===== src/rtl/midi_msg_tx.sv =====
// Message-level MIDI transmitter: takes status plus up to two data bytes per handshake,
// applies running-status compression and serializes 8N1 frames at BAUD_DIV clocks per bit.
module midi_msg_tx #(
   parameter int unsigned BAUD_DIV       = 1600,
   parameter bit          RUNNING_STATUS = 1'b1
) (
   input  logic       reg_clk,
   input  logic       reset_reg_N,
   input  logic       msg_valid,
   output logic       msg_ready,
   input  logic [7:0] msg_status,
   input  logic [7:0] msg_data1,
   input  logic [7:0] msg_data2,
   output logic       midi_txd,
   output logic       tx_busy,
   output logic       byte_done,
   output logic [7:0] running_status
);

   typedef enum logic [2:0] {StIdle, StLoad, StStart, StData, StStop} state_e;

   localparam logic [15:0] CntMax = 16'(BAUD_DIV - 1);

   state_e      state_q, state_d;
   logic [15:0] baud_cnt_q, baud_cnt_d;
   logic [2:0]  bit_idx_q, bit_idx_d;
   logic [23:0] bytes_q, bytes_d;
   logic [1:0]  left_q, left_d;
   logic [7:0]  rs_q, rs_d;

   logic       bit_end;
   logic [1:0] acc_len;
   logic       is_chan;
   logic       skip_status;
   logic [7:0] d1_masked;
   logic [7:0] d2_masked;

   function automatic logic [1:0] msg_len(input logic [7:0] s);
      logic [1:0] len;
      if (!s[7]) begin
         len = 2'd1;
      end else if (s < 8'hC0 || (s >= 8'hE0 && s < 8'hF0)) begin
         len = 2'd3;
      end else if (s < 8'hE0) begin
         len = 2'd2;
      end else begin
         case (s)
            8'hF2:        len = 2'd3;
            8'hF1, 8'hF3: len = 2'd2;
            default:      len = 2'd1;
         endcase
      end
      return len;
   endfunction

   assign bit_end     = (baud_cnt_q == CntMax);
   assign acc_len     = msg_len(msg_status);
   assign is_chan     = msg_status[7] && (msg_status < 8'hF0);
   assign skip_status = RUNNING_STATUS && is_chan && (msg_status == rs_q);
   assign d1_masked   = {1'b0, msg_data1[6:0]};
   assign d2_masked   = {1'b0, msg_data2[6:0]};

   always_comb begin
      state_d    = state_q;
      baud_cnt_d = baud_cnt_q;
      bit_idx_d  = bit_idx_q;
      bytes_d    = bytes_q;
      left_d     = left_q;
      rs_d       = rs_q;

      if (state_q != StIdle) begin
         baud_cnt_d = bit_end ? 16'd0 : baud_cnt_q + 16'd1;
      end

      unique case (state_q)
         StIdle: begin
            if (msg_valid) begin
               state_d    = StLoad;
               baud_cnt_d = 16'd0;
               // bytes_q[7:0] is always the byte on the wire; later bytes shift down.
               if (skip_status) begin
                  bytes_d = {8'h00, d2_masked, d1_masked};
                  left_d  = acc_len - 2'd1;
               end else begin
                  bytes_d = {d2_masked, d1_masked, msg_status};
                  left_d  = acc_len;
               end
               if (is_chan) begin
                  rs_d = msg_status;
               end else if (msg_status[7:3] == 5'b11110) begin
                  rs_d = 8'h00;
               end
            end
         end
         StLoad: state_d = StStart;
         StStart: begin
            if (bit_end) begin
               state_d   = StData;
               bit_idx_d = 3'd0;
            end
         end
         StData: begin
            if (bit_end) begin
               if (bit_idx_q == 3'd7) begin
                  state_d = StStop;
               end else begin
                  bit_idx_d = bit_idx_q + 3'd1;
               end
            end
         end
         StStop: begin
            if (bit_end) begin
               if (left_q > 2'd1) begin
                  state_d = StStart;
                  left_d  = left_q - 2'd1;
                  bytes_d = {8'h00, bytes_q[23:8]};
               end else begin
                  state_d = StIdle;
               end
            end
         end
         default: state_d = StIdle;
      endcase
   end

   always_ff @(posedge reg_clk or negedge reset_reg_N) begin
      if (!reset_reg_N) begin
         state_q    <= StIdle;
         baud_cnt_q <= 16'd0;
         bit_idx_q  <= 3'd0;
         bytes_q    <= 24'd0;
         left_q     <= 2'd0;
         rs_q       <= 8'h00;
      end else begin
         state_q    <= state_d;
         baud_cnt_q <= baud_cnt_d;
         bit_idx_q  <= bit_idx_d;
         bytes_q    <= bytes_d;
         left_q     <= left_d;
         rs_q       <= rs_d;
      end
   end

   always_comb begin
      midi_txd = 1'b1;
      unique case (state_q)
         StLoad, StStart: midi_txd = 1'b0;
         StData:          midi_txd = bytes_q[bit_idx_q];
         default:         midi_txd = 1'b1;
      endcase
   end

   assign msg_ready      = (state_q == StIdle);
   assign tx_busy        = (state_q != StIdle);
   assign byte_done      = (state_q == StStop) && bit_end;
   assign running_status = rs_q;

endmodule


===== config.mk =====
export PLATFORM = sky130hd
export DESIGN_NAME = midi_msg_tx
export DESIGN_NICKNAME = d
export VERILOG_FILES = /design/src/rtl/midi_msg_tx.sv
export SDC_FILE = /design/constraint.sdc
export NUM_CORES = 1
export LEC_CHECK = 0
export ABC_AREA = 1
export CAP_MARGIN = 25
export CELL_PAD_IN_SITES_DETAIL_PLACEMENT = 0
export CELL_PAD_IN_SITES_GLOBAL_PLACEMENT = 1
export CORE_MARGIN = 3
export CORE_UTILIZATION = 25
export DETAILED_ROUTE_END_ITERATION = 12
export PLACE_DENSITY = 0.54
export SYNTH_ARGS = -nofsm -noshare
export SYNTH_HDL_FRONTEND = slang
export SYNTH_SLANG_ARGS = --single-unit

===== constraint.sdc =====
create_clock -name reg_clk -period 3.7 [get_ports reg_clk]
set_input_delay 0.555 -clock reg_clk [delete_from_list [all_inputs] [get_ports reg_clk]]
set_output_delay 0.555 -clock reg_clk [all_outputs]
set_load 0.01 [all_outputs]

==> results by group <==
Route
  • Vias post-DR: 2,973
  • DRT iter0 DRCs: 160
  • Drc violations: 0
  • Total wire length: about 9000 um
  • Vias per Instance: 4.37
  • ANT nets after route: 0
  • DR pass1 iterations: 4
  • Drt wl/cell: 13.2 um

Setup path
  • CP Max Fanout: 6
  • CP cell instances: ha_1 > nand3_1 > inv_1 > nand3_1 > inv_1 > nand2_1 > nor2_1 > clkdlybuf4s50_1
  • Crit path max-delay cell type: clkdlybuf4s50_1
  • Setup crit start kind: flop
  • Required time at the worst-slack endpoint: roughly 3.1 ns
  • CP Data Arrival Time: about 2.2 ns
  • Nature of the critical path endpoint: output pin
  • Crit path largest cell delay: 0.55 ns
  • Kind of critical path: flop to output pin

Power and ir drop
  • Part of the power in the clock network: 42.9%
  • Switch share: a little under a quarter
  • Leak: around 1.9 nW
  • Logic pwr share: approximately 6.3%
  • Overall power: approximately 0.0012 W
  • VDD IR max: roughly 170 uV
  • Pwr/cell area: between 200 and 300 nW/um^2
  • Internal Power: approximately 0.0009 W
  • Reg power frac: between 50% and 60%
  • Switching power: about 0.00027 W

Layout
  • Share of cells above drive strength 1: about 7.7%
  • Syn-to-layout area delta: 19.4%
  • Most common cell after layout, fill and taps aside: nand2_1
  • Core Util, Final: between 30% and 40%
  • Commonest cells after routing, fill and taps aside: nand2_1, inv_1, dfrtp_1
  • Non-Filler Instances: 680
  • Antenna cells: 0
  • Final net count: around 540

Die
  • FP Rows: around 40
  • Ports: 39
  • Die area: between 10,000 and 15,000 um^2
  • Die Ht: ~120 um
  • Initial Util: between 20% and 30%
  • Area of the core: between 10,000 and 15,000 um^2
  • Die X-Extent: 122 um

CTS
  • Sink Count: 54
  • Clk_lat worst skew: 0.30 ns
  • TritonCTS clock tree: yes
  • Clock Root Buffer: clkbuf_16
  • Post-CTS Setup Inserts: 0
  • Max Root-Sink Buffers: 2
  • H-tree Lvls: 2
  • CTS Buf Count: 5
  • Resized Gates After CTS: 0
  • # hold bufs at CTS: 0
  • Clock slew at reported path FFs: about 0.080 ns

Synthesis
  • Mapped Area: 3390 um^2
  • Post-synthesis instance total: approximately 470
  • Syn Area/Cell: 7.16 um^2
  • Syn Nets: around 500
  • Proportion of synthesized area in mux cells: 0%
  • Compound-gate portion of the synthesized area: ~15%
  • Post-synthesis cell type count: 32
  • Syn. warnings: 0
  • Post-Synth XOR/XNOR Area: roughly 2.6%
  • Simple logic cell fraction of the synthesized area: about 30%
  • Synthesis-stage register bit count: 54
  • Largest family of logic cells by synthesized area: simple AND/OR/NAND/NOR gates
  • Seq/Total Area, Yosys: 39.9%
  • Adder-cell share of the synthesized area: approximately 1.5%

Global route
  • Number of global-route vias before repair: between 2,000 and 3,000
  • Met1 Use GR: between 15 and 20%
  • Largest net degree at the start of global routing: ~50
  • First-pass GRT wire length: around 15,000 um
  • Grt ovf: 0
  • Number of antenna violations at the first check in global routing: 0
  • Met3 Resource Use GR: under 10%
  • Busiest layer in global routing: met2
  • M2 GR Usage: between 20% and 30%
  • GRT Overall Usage: between 10% and 20%

STA
  • Slew Limit Fails: 0
  • Setup violations, final: 0
  • Final count of hold timing violations: 0
  • Final WS setup: about 1 ns
  • RSZ-0062 raised after global routing: false
  • Final setup TNS: 0 ns
  • Worst-Margin Slew: 0.640 ns
  • Peak Freq: between 300 and 400 MHz
  • Slew margin rel.: 57.4%
  • Period utilization: between 70% and 80%
  • Clock Skew: roughly 0.010 ns
  • Final min period: between 2 and 3 ns

Place
  • Placed insts: roughly 670
  • Post-DP HPWL: between 6000 and 7000 um
  • Place WS: about 1.0 ns
  • Port Buffers: 36
  • Routability cong.: roughly 0.83

Hold path
  • Min-Delay Path Class: input port to async pin

Run status
  • Status: finished clean

Job
  • Maxcap violations: 0
[per-stage QoR]
stage / instance area (um^2) / hold WS [ns]
after CTS: 4040 / 0.293
after global routing: 4040 / 0.331
after global placement: 3890 / 0.465
after detailed placement: 3890 / 0.465
after floorplan: 3390 / 0.259
final: 4040 / 0.276
[cells in the mapped netlist, drive strengths merged]
| cell | number | area (um^2) |
|---|---|---|
| nand2 | 116 | 440 |
| a21boi | 13 | 97.6 |
| a21oi | 10 | 53.8 |
| o21ai | 50 | 269 |
| ha | 4 | 50.1 |
| nand3 | 39 | 230 |
| o21bai | 4 | 30.0 |
| xor2 | 5 | 43.8 |
| dfrtp | 54 | 1350 |
| nor2 | 57 | 246 |
| a31oi | 1 | 6.26 |
| o22ai | 8 | 50.1 |
| o211ai | 1 | 7.51 |
| or2 | 1 | 6.26 |
| nor3 | 4 | 20.0 |
| nand4 | 7 | 43.8 |
| clkbuf | 2 | 7.51 |
| xnor2 | 5 | 43.8 |
| buf | 11 | 85.1 |
| inv | 81 | 304 |
[metal layers]
metal | up-vias | part of all wire [%]
li1 | 1565 | -
met1 | 1363 | 50
met2 | 36 | 46
met3 | 9 | 2.6
met4 | 0 | 1.5
met5 | - | 0
[flip-flops by register name, summed over array words and instances, names as in the netlist]
name,flops
bytes_q,22
bit_idx_q,3
baud_cnt_q,16
state_q,3
running_status,8
left_q,2
[worst paths after layout]
path                                to  slack [ns]          start  cells after the start
setup / recovery             byte_done        0.98  baud_cnt_q[0]                      8
hold / removal             bytes_q[18]        0.28    reset_reg_N                      1
setup reg to reg            bytes_q[1]        1.39     state_q[0]                      8
hold reg to reg             bytes_q[7]        0.49     bytes_q[7]                      2
max in group asynchronous  bytes_q[13]        2.58    reset_reg_N                      2
min in group reg_clk        bytes_q[7]        0.49     bytes_q[7]                      2
[power by group through the flow]
stage | sequential [W] | clock (W) | combinational (W)
6_report | 0.000590 | 0.000498 | 0.0000726
4_1_cts | 0.000590 | 0.000524 | 0.0000756
2_1_floorplan | 0.000602 | 0 | 0.0000219
5_1_grt | 0.000590 | 0.000541 | 0.0000824
3_3_place_gp | 0.000601 | 0 | 0.0000754
3_5_place_dp | 0.000601 | 0 | 0.0000752
[critical path, delay by kind of cell, from the launching register on]
family        cells  cell delay, ns
simple gates      4            0.56
fa+ha+maj         1            0.20
buf+inv           3            0.72
flops             1            0.38
[cells by family (layout without fill, tap and decap cells)]
| group | count (synthesis) | in the layout |
|---|---|---|
| fa+ha+maj | 4 | 4 |
| buf+inv | 94 | 129 |
| xor+xnor | 10 | 10 |
| flops | 54 | 54 |
| compound gates | 87 | 87 |
| simple gates | 224 | 224 |
[cell type report]
type	count	area, um^2
clock buffers	7	143
clock inverters	1	5.00
fillers	1426	8880
inverters	81	304
multi-input cells	325	1640
flip-flops and latches	54	1350
well taps	172	215
repair buffers	40	385
No activity file was read; power rests on OpenSTA's default activity.
